File: config.mk
export PLATFORM = sky130hd
export DESIGN_NAME = hazard_forward_ctrl
export DESIGN_NICKNAME = d
export VERILOG_FILES = /design/src/rtl/hazard_forward_ctrl.sv
export SDC_FILE = /design/constraint.sdc
export NUM_CORES = 1
export LEC_CHECK = 0
export ABC_AREA = 1
export ABC_CLOCK_PERIOD_IN_PS = 1550
export BUFFER_PORTS_ARGS = -buffer_cell sky130_fd_sc_hd__buf_2
export CAP_MARGIN = 10
export CORE_MARGIN = 2
export CORE_UTILIZATION = 39
export CTS_BUF_LIST = sky130_fd_sc_hd__clkbuf_16
export DETAILED_ROUTE_END_ITERATION = 8
export PLACE_DENSITY = 0.77
export SYNTH_ARGS = -nofsm -noshare
export SYNTH_HDL_FRONTEND = slang
export SYNTH_SLANG_ARGS = --single-unit
File: constraint.sdc
create_clock -name clk -period 1.55 [get_ports clk]
set_input_delay 0.2325 -clock clk [delete_from_list [all_inputs] [get_ports clk]]
set_output_delay 0.2325 -clock clk [all_outputs]
set_load 0.01 [all_outputs]
File: src/rtl/hazard_forward_ctrl.sv
// Pipeline hazard controller: EX operand forwarding selects, load-use stall, branch flush, multicycle EX hold.
// Latency: forwarding/stall/flush are combinational from stage fields; multicycle op occupies EX for MC_LAT cycles.
// Backpressure: stalls hold PC/IF-ID/ID-EX; bubbles are injected via flush_e (load-use) or flush_m (multicycle hold).
module hazard_forward_ctrl #(
  parameter int REG_ADDR_W = 5,
  parameter int MC_LAT     = 4
) (
  input  logic                  clk,
  input  logic                  rst_n,
  input  logic [REG_ADDR_W-1:0] rs1_d,
  input  logic [REG_ADDR_W-1:0] rs2_d,
  input  logic [REG_ADDR_W-1:0] rs1_e,
  input  logic [REG_ADDR_W-1:0] rs2_e,
  input  logic [REG_ADDR_W-1:0] rd_e,
  input  logic [REG_ADDR_W-1:0] rd_m,
  input  logic [REG_ADDR_W-1:0] rd_w,
  input  logic                  reg_write_m,
  input  logic                  reg_write_w,
  input  logic                  load_e,
  input  logic                  mc_start_e,
  input  logic                  pc_src_e,
  output logic [1:0]            fwd_a_e,
  output logic [1:0]            fwd_b_e,
  output logic                  stall_f,
  output logic                  stall_d,
  output logic                  stall_e,
  output logic                  flush_d,
  output logic                  flush_e,
  output logic                  flush_m,
  output logic                  mc_busy,
  output logic                  mc_done
);

  localparam int CNT_W = $clog2(MC_LAT);

  typedef enum logic {IDLE, BUSY} state_t;

  state_t             state, state_nxt;
  logic [CNT_W-1:0]   cnt, cnt_nxt;
  logic               mc_hold;
  logic               lu;

  // MEM result wins over WB result; x0 is hard-wired zero and never forwarded.
  function automatic logic [1:0] fwd_sel(
    input logic [REG_ADDR_W-1:0] rs,
    input logic [REG_ADDR_W-1:0] rdm,
    input logic [REG_ADDR_W-1:0] rdw,
    input logic                  wm,
    input logic                  ww
  );
    if (wm && (rdm != '0) && (rdm == rs))      return 2'b10;
    else if (ww && (rdw != '0) && (rdw == rs)) return 2'b01;
    else                                       return 2'b00;
  endfunction

  // Operand forwarding selects, valid also while EX is held since MEM/WB keep draining.
  always_comb begin
    fwd_a_e = fwd_sel(rs1_e, rd_m, rd_w, reg_write_m, reg_write_w);
    fwd_b_e = fwd_sel(rs2_e, rd_m, rd_w, reg_write_m, reg_write_w);
  end

  // Load in EX whose destination is read by the instruction in ID.
  always_comb begin
    lu = load_e && (rd_e != '0) && ((rd_e == rs1_d) || (rd_e == rs2_d));
  end

  // Multicycle sequencer state register.
  always_ff @(posedge clk or negedge rst_n) begin
    if (!rst_n) begin
      state <= IDLE;
      cnt   <= '0;
    end else begin
      state <= state_nxt;
      cnt   <= cnt_nxt;
    end
  end

  // Multicycle next state: first EX cycle holds from IDLE, BUSY counts down MC_LAT-2..0, last cycle releases.
  always_comb begin
    state_nxt = state;
    cnt_nxt   = cnt;
    mc_hold   = 1'b0;
    mc_done   = 1'b0;
    case (state)
      IDLE: begin
        if (mc_start_e && !pc_src_e) begin
          mc_hold   = 1'b1;
          state_nxt = BUSY;
          cnt_nxt   = CNT_W'(MC_LAT - 2);
        end
      end
      BUSY: begin
        if (cnt != '0) begin
          mc_hold = 1'b1;
          cnt_nxt = cnt - CNT_W'(1);
        end else begin
          mc_done   = 1'b1;
          state_nxt = IDLE;
        end
      end
      default: state_nxt = IDLE;
    endcase
  end

  assign mc_busy = (state == BUSY);

  // Stall/flush priority: taken branch, then multicycle hold, then load-use bubble.
  always_comb begin
    stall_f = 1'b0;
    stall_d = 1'b0;
    stall_e = 1'b0;
    flush_d = 1'b0;
    flush_e = 1'b0;
    flush_m = 1'b0;
    if (pc_src_e) begin
      flush_d = 1'b1;
      flush_e = 1'b1;
    end else if (mc_hold) begin
      stall_f = 1'b1;
      stall_d = 1'b1;
      stall_e = 1'b1;
      flush_m = 1'b1;
    end else if (lu) begin
      stall_f = 1'b1;
      stall_d = 1'b1;
      flush_e = 1'b1;
    end
  end

endmodule

# ---- Word-level counts from Yosys, hierarchy flattened
# Index checks and enable logic that the tools add are counted.
dict set report totals {
  input_bits 42
  out_inout_bits 12
  regBits 3
  elab_cells 48
}
dict set report op_classes {
  reduce_logical 16
  mux 20
  n_eq_ne 8
  n_bitwise 1
  add_sub_neg 1
}
# operator n
set op_table {}
lappend op_table {{5-bit equality test} 6}
lappend op_table {{5-bit nonzero test} 3}
lappend op_table {{1-bit 2-to-1 mux} 14}
lappend op_table {{1-bit logical AND} 9}
lappend op_table {{2-bit 2-to-1 mux} 4}
lappend op_table {{2-bit one-hot mux with 2 select lines} 1}
lappend op_table {{2-bit by 1-bit inequality test with 1-bit output, second input constant} 1}
lappend op_table {{2-bit inequality test, second input constant} 1}
lappend op_table {{1-bit one-hot mux with 2 select lines} 1}
lappend op_table {{2-bit AND reduction} 1}
lappend op_table {{2-bit nonzero test} 1}
lappend op_table {{2-bit by 1-bit subtractor with 2-bit output, second input constant} 1}
lappend op_table {{1-bit logical NOT} 1}
lappend op_table {{1-bit logical OR} 1}
lappend op_table {{1-bit inverter} 1}

# ---- Depth between registers and ports, before layout
# Gate-level depths: netlist (run 1).
dict set report logic_depth {
  depth_word 6
  mapped_depth 9
  mapped_depth_nobuf 8
}

# ---- Least setup slack after synthesis (run 1)
# Ideal clock, no wire load.
dict set report synth_timing {
  kind {register -> output}
  start {register cnt[0]}
  end {output port stall_f}
  path_stages_with_launch 9
  arrival_time_ns 1.346
  n_path_buf 1
  t_required_ns 1.317
  slack_ns -0.028
  cell_sequence {dfrtp_1 -> inv_1 -> ha_1 -> nor2_4 -> a31oi_4 -> nor2_1 -> inv_2 -> nand2_1 -> buf_4}
}
dict set report synth_between {
  elab_chain_len 5
}
# element line_no
set synth_rtl {}
lappend synth_rtl {{from (decl)} 39} ;# logic [CNT_W-1:0] cnt, cnt_nxt;
lappend synth_rtl {{from (signal assigned)} 74} ;# cnt <= cnt_nxt;
lappend synth_rtl {{2-bit nonzero test} 93} ;# if (cnt != '0) begin
lappend synth_rtl {{1-bit 2-to-1 mux} 93}
lappend synth_rtl {{1-bit one-hot mux with 2 select lines} 84} ;# case (state)
lappend synth_rtl {{1-bit 2-to-1 mux (2 in a row)} n/a}
lappend synth_rtl {{to (decl)} 24} ;# output logic stall_f,
# Every way passes these cells.

# ---- Worst setup path after layout (run 1)
dict set report layout_timing {
  start {register cnt[1]}
  end {output port stall_d}
}
dict set report layout_between {
  elab_chain_len 5
}
# element line_no
set layout_rtl {}
lappend layout_rtl {{2-bit nonzero test} 93}
lappend layout_rtl {{1-bit 2-to-1 mux} 93}
lappend layout_rtl {{1-bit one-hot mux with 2 select lines} 84}
lappend layout_rtl {{1-bit 2-to-1 mux} 118} ;# end else if (mc_hold) begin
lappend layout_rtl {{1-bit 2-to-1 mux} 115} ;# if (pc_src_e) begin
lappend layout_rtl {{to (decl)} 25} ;# output logic stall_d,
# Every way passes these cells.

==> run_results.csv, run 1 <==
group,metric,value,unit
run_status,status,"finished with violations",
run_status,violations,"negative setup slack",
critical_path,worstPathArrival,1.35,ns
synth,syn-mean-instance-area,6.008,µm²
clock_tree,clk_pin_slew,0.03,ns
synth,synthAdderAreaFrac,1.795,%
timing,skew,0.003288,ns
global_route,antenna_found_initial,0,
floorplan,die_w,46.27,µm
critical_path,critical_path_class,"register to output pin",
placement,place_hpwl,1607,µm
drt,drc,0,
timing,relSlewSlack,86.46,%
placement,gp_congestion,0.7576,
critical_path,required,1.32,ns
final_layout,drive_above_1_share,44.51,%
synth,synth_edf_count,0,
synth,synth_nets,159,
timing,fmax,631.8,MHz
timing,tightest_slew,0.2016,ns
drt,drt-pass1-iter-count,4,
global_route,grt_pass1_wl,2684,µm
drt,postRouteAntennaNets,0,
synth,synth.area.top_cells,"xnor2_1, nand2_1, dfrtp_1",
synth,synth_compound_area_share,7.540,%
drt,wirelength,1911,µm
synth,syn_area,696.9,µm²
floorplan,pin_count,54,
floorplan,row_count,15,
critical_path,cp-end-kind,"output pin",
timing,rsz0062_at_grt,"true",
drt,avgViaCountPerCell,4.308,
power_and_ir_drop,p_leak,0.0006279,µW
clock_tree,cts_tree,"yes",
final_layout,nets,217,
synth,synth_simple_gate_area_share,37.70,%
synth,yosys_register_bits,3,
final_layout,num_antenna_cells,0,
clock_tree,cts_buffers,3,
timing,hold_ws,0.3329,ns
drt,drt_iter0_markers,9,
timing,final.min_clock_period,1.583,ns
timing,hold_viol_final,0,
final_layout,n_fill_cell,153,
clock_tree,cts.path.max_buffers,2,
timing,fin_tns_setup,-0.06532,ns
synth,yosys.area.top_type,"xnor2_1",
clock_tree,root_buffer,"clkbuf_16",
placement,dp_slack,0.09347,ns
timing,drv_slew,0,
critical_path,r2r_slack,0.37,ns
timing,setup_viol,2,
global_route,grt_pass1_vias,747,
power_and_ir_drop,vdd_ir_drop_max,571.0,µV
synth,muxShareOfSynthArea,0,%
floorplan,die_area,2141,µm²
clock_tree,numClockSinks,3,
run,drv_cap,0,
synth,synth_most_common_cell,"nand2_1",
drt,wire_per_inst,9.652,µm
critical_path,crit_fanout,3,
final_layout,finalNonFillerCells,198,
critical_path,r2r_start,"cnt[1]",
timing,setup_ws,-0.03268,ns
critical_path,start_kind,"register",
critical_path,worstRegToRegCells,7,
global_route,grt_overflow,0,
power_and_ir_drop,cellPowerDensity,1059,nW/µm²
synth,netlist_top_cells_count,"nand2_1, xnor2_1, nor2_1",
synth,synth_cell_type_count,21,
placement,dp_cells,191,
synth,syn_inst,116,
synth,synth_xor_xnor_area_share,27.65,%
synth,yosysSeqAreaShare,10.77,%
power_and_ir_drop,total_power,1170,µW
synth,yosysWarnings,0,
floorplan,core_area,1708,µm²
synth,yosysTopAreaCellShare,20.11,%
synth,synthFlopType,"dfrtp_1",
final_layout,synthToLayoutAreaGrowth,58.53,%
critical_path,reg2reg_to,"cnt[0]",
global_route,grt_max_degree,5,
placement,port-buffer-count,53,
timing,post-route-period-util,102.1,%
critical_path,worstSetupStartpoint,"cnt[1]",
floorplan,start_util,40.81,%
drt,vias,853,
clock_tree,h-tree-depth,1,
synth,synth_top_family_by_area,"simple AND/OR/NAND/NOR gates",
floorplan,die_y,46.27,µm
clock_tree,clk-insertion-delay-late,0.22,ns
global_route,track_usage,16.93,%
worst_hold_path,hp-class,"input port to asynchronous set/reset pin",
synth,synthArstFlopShare,100.0,%
==> worst max-delay path by stage <==
stage,cells after the start,endpoint
global route,8,stall_d
finish,8,stall_d
global placement,8,stall_f
floorplan,8,stall_f
CTS,8,stall_d
detailed placement,8,stall_d
==> cell type report <==
class	instances	area, µm²	area share [%]
multi-input cells	89	538.0	48.70
repair buffers	56	302.8	27.41
inverters	21	78.83	7.135
flip-flops and latches	3	75.07	6.795
clock buffers	3	75.07	6.795
well taps	25	31.28	2.831
clock inverters	1	3.754	0.3398
==> flip-flops by register name, indices dropped and copies added (netlist names) <==
name,cells
mc_busy,1
cnt,2
==> kinds of logic (layout without fill, tap and decap cells) <==
logic type	Yosys count	after routing
and+or+nand+nor	60	60
buffers and inverters	24	81
xor gates and xnor gates	22	22
AOI/OAI and AO/OA	6	6
DFF	3	3
adders and majority gates	1	1
==> report_power, final <==
group,switching [µW],internal (µW)
clock network,65.0,332
logic,329,301
registers,22.8,120
==> timing repair <==
item | 4_1_cts | 5_1_grt
resized for setup | 4 | 3
hold buffers | 1 | 0
endpoints found under the hold margin | 3 | 0
pin swaps | 4 | 1
setup buffers | 1 | 1
setup endpoints to repair | 5 | 3
==> layer usage <==
layer / track usage (%) / share of wire (%)
met5: 0 / 0
met4: 3.429 / 0
met3: 2.353 / 5.3
met2: 35.56 / 53
met1: 16.86 / 41
==> worst max-delay path: stages (launching register included) <==
cell	delay, ns
dfrtp_1	0.36
inv_2	0.08
ha_4	0.15
nor2_4	0.04
a31oi_4	0.18
nor2_2	0.07
inv_2	0.06
nand2_2	0.06
buf_6	0.12
==> cells in the final DEF, fill, tap and decap left out <==
cell type and count:
a22oi_1 1, xor2_1 6, buf_6 2, o21ai_1 2
nand4_1 2, dfrtp_1 3, nor2_4 1, nor2_2 1
a31oi_4 1, inv_1 11, nor2_1 14, nand2_1 30
nand2_2 2, clkbuf_16 3, clkinv_1 1, dlygate4sd3_1 1
nor3_1 1, xnor2_1 16, inv_2 10, nor3_2 2
buf_4 2, o21ai_0 1, nand3_1 7, o21ai_2 1
ha_4 1, buf_2 51
==> through the flow <==
step / cell area (µm²) / util, %
CTS: 1082 / 63.37
global route: 1105 / 64.69
finish: 1105 / 64.69
detailed placement: 973.4 / 57.00
floorplan: 699.4 / -
global placement: 973.4 / 57.00
(Power assumes the default switching activity.)
==> inputs of run 2 (changes only) <==
--- a/config.mk
+++ b/config.mk
@@ -9,11 +9,13 @@
 export ABC_CLOCK_PERIOD_IN_PS = 1550
 export BUFFER_PORTS_ARGS = -buffer_cell sky130_fd_sc_hd__buf_2
 export CAP_MARGIN = 10
+export CELL_PAD_IN_SITES_DETAIL_PLACEMENT = 1
+export CELL_PAD_IN_SITES_GLOBAL_PLACEMENT = 1
 export CORE_MARGIN = 2
-export CORE_UTILIZATION = 39
+export CORE_UTILIZATION = 24
 export CTS_BUF_LIST = sky130_fd_sc_hd__clkbuf_16
 export DETAILED_ROUTE_END_ITERATION = 8
-export PLACE_DENSITY = 0.77
+export PLACE_DENSITY = 0.76
 export SYNTH_ARGS = -nofsm -noshare
 export SYNTH_HDL_FRONTEND = slang
 export SYNTH_SLANG_ARGS = --single-unit
==> run_results.csv, run 2 (synthesis results as in run 1) <==
group,metric,value,unit
global_route,track_usage,15.20,%
floorplan,die_y,57.89,µm
final_layout,final_common_cell,"buf_2",
global_route,grt_pass1_vias,977,
drt,postRouteAntennaNets,0,
power_and_ir_drop,total_power,1307,µW
drt,drt_iter0_markers,68,
timing,setup_viol,3,
final_layout,synthToLayoutAreaGrowth,64.99,%
timing,rsz0062_at_grt,"true",
drt,drc,0,
floorplan,core_area,2758,µm²
power_and_ir_drop,p_leak,0.0006526,µW
placement,place_hpwl,2032,µm
critical_path,required,1.32,ns
timing,setup_ws,-0.06495,ns
final_layout,nets,222,
clock_tree,clk-insertion-delay-late,0.22,ns
placement,port-buffer-count,53,
timing,hold_viol_final,0,
global_route,antenna_found_initial,0,
clock_tree,numClockSinks,3,
timing,post-route-period-util,104.2,%
critical_path,worstSetupStartpoint,"cnt[0]",
global_route,grt_pass1_wl,3981,µm
timing,fmax,619.2,MHz
worst_hold_path,hp-class,"input port to asynchronous set/reset pin",
clock_tree,cts.path.max_buffers,2,
critical_path,path_buf_inv,3,
clock_tree,cts_buffers,3,
critical_path,cp-end-kind,"output pin",
floorplan,die_w,57.89,µm
floorplan,die_area,3351,µm²
floorplan,pin_count,54,
critical_path,crit_path_top_delay_cell,"dfrtp_1",
final_layout,layout_common_cells,"buf_2, nand2_1, xnor2_1",
run,drv_cap,0,
placement,dpl_cell_area,980.9,µm²
final_layout,largest_reg_flops,2,
final_layout,num_antenna_cells,0,
drt,drt-pass1-iter-count,4,
timing,drv_slew,0,
drt,avgViaCountPerCell,4.440,
final_layout,drive_above_1_share,46.07,%
clock_tree,root_buffer,"clkbuf_16",
timing,tightest_slew,0.1968,ns
power_and_ir_drop,cellPowerDensity,1137,nW/µm²
run_status,status,"finished with violations",
final_layout,registers.top_by_ff_count,"cnt",
critical_path,start_kind,"register",
critical_path,worstRegToRegCells,8,
critical_path,cpMostUsedCell,"inv_2",
run_status,violations,"negative setup slack",
critical_path,crit_fanout,4,
timing,relSlewSlack,86.74,%
drt,wirelength,2418,µm
timing,skew,0.0002207,ns
critical_path,critical_path_cell_count,8,
floorplan,start_util,25.27,%
final_layout,final_area,1150,µm²
clock_tree,h-tree-depth,1,
critical_path,cp_top_family,"flip-flops",
global_route,grt_max_degree,5,
clock_tree,cts_tree,"yes",
placement,gp_congestion,0.7697,
placement,dp_slack,0.06648,ns
clock_tree,clk_pin_slew,0.03,ns
critical_path,crit_path_cell_trace,"inv_2 > ha_4 > nor2_4 > a31oi_4 > nor2_2 > inv_2 > nand2_2 > buf_6",
critical_path,crit_path_max_incr_delay,0.36,ns
timing,final.min_clock_period,1.615,ns
floorplan,row_count,19,
drt,wire_per_inst,11.57,µm
global_route,grt_overflow,0,
timing,hold_ws,0.3462,ns
placement,dp_cells,197,
drt,vias,928,
critical_path,r2r_start,"cnt[0]",
final_layout,finalNonFillerCells,209,
critical_path,worstPathArrival,1.38,ns
critical_path,critical_path_class,"register to output pin",
power_and_ir_drop,vdd_ir_drop_max,1285,µV
run 2: cell types whose count changed in the layout (fill, tap and decap cells not counted):
cell / change
buf_4: +5
run 2: stage by stage:
step | TNS [ns] | util (%)
floorplan | 0 | -
global placement | 0 | 35.57
detailed placement | 0 | 35.57
CTS | -0.1087 | 41.15
global route | -0.4720 | 41.70
finish | -0.1829 | 41.70
run 2: path summary, 6_finish.rpt:
kind / slack [ns] / endpoint
hold / removal: 0.35 / mc_busy
min in group clk: 0.43 / cnt[1]
hold reg to reg: 0.68 / cnt[1]
setup / recovery: -0.06 / stall_f
max in group asynchronous: 1.09 / cnt[0]
setup reg to reg: 0.22 / cnt[0]
run 2: worst register-to-register path: cells and delay by family, from the launching register on:
kind | cells | cell delay [ns]
adder cells (fa/ha/maj) | 1 | 0.16
AND/OR/NAND/NOR | 1 | 0.04
buffers and inverters | 4 | 0.37
AO/OA/AOI/OAI | 2 | 0.32
flip-flops | 1 | 0.36
run 2: power breakdown:
group	leakage, µW	internal, µW	switching [µW]
registers	0.0000350	120	26.4
logic	0.000575	388	373
clock network	0.0000423	332	67.4
run 2: layout make-up:
type,count,area [µm²]
fillers,368,1608
multi-input cells,89,538.0
repair buffers,61,340.3
inverters,21,78.83
flip-flops and latches,3,75.07
clock buffers,3,75.07
well taps,31,38.79
clock inverters,1,3.754
run 2: what timing repair did:
item	in CTS	in global routing
pin swaps	5	1
setup endpoints to repair	5	5
setup buffers	5	2
hold buffers	1	0
gates resized for setup	7	0
endpoints found under the hold margin	3	0
run 2: layer usage:
metal,vias up,wire [µm],global-route usage (%)
met1,410,862,14.40
li1,474,-,-
met2,42,1346,32.31
met5,-,0,0
met3,2,204,3.348
met4,0,4,2.990
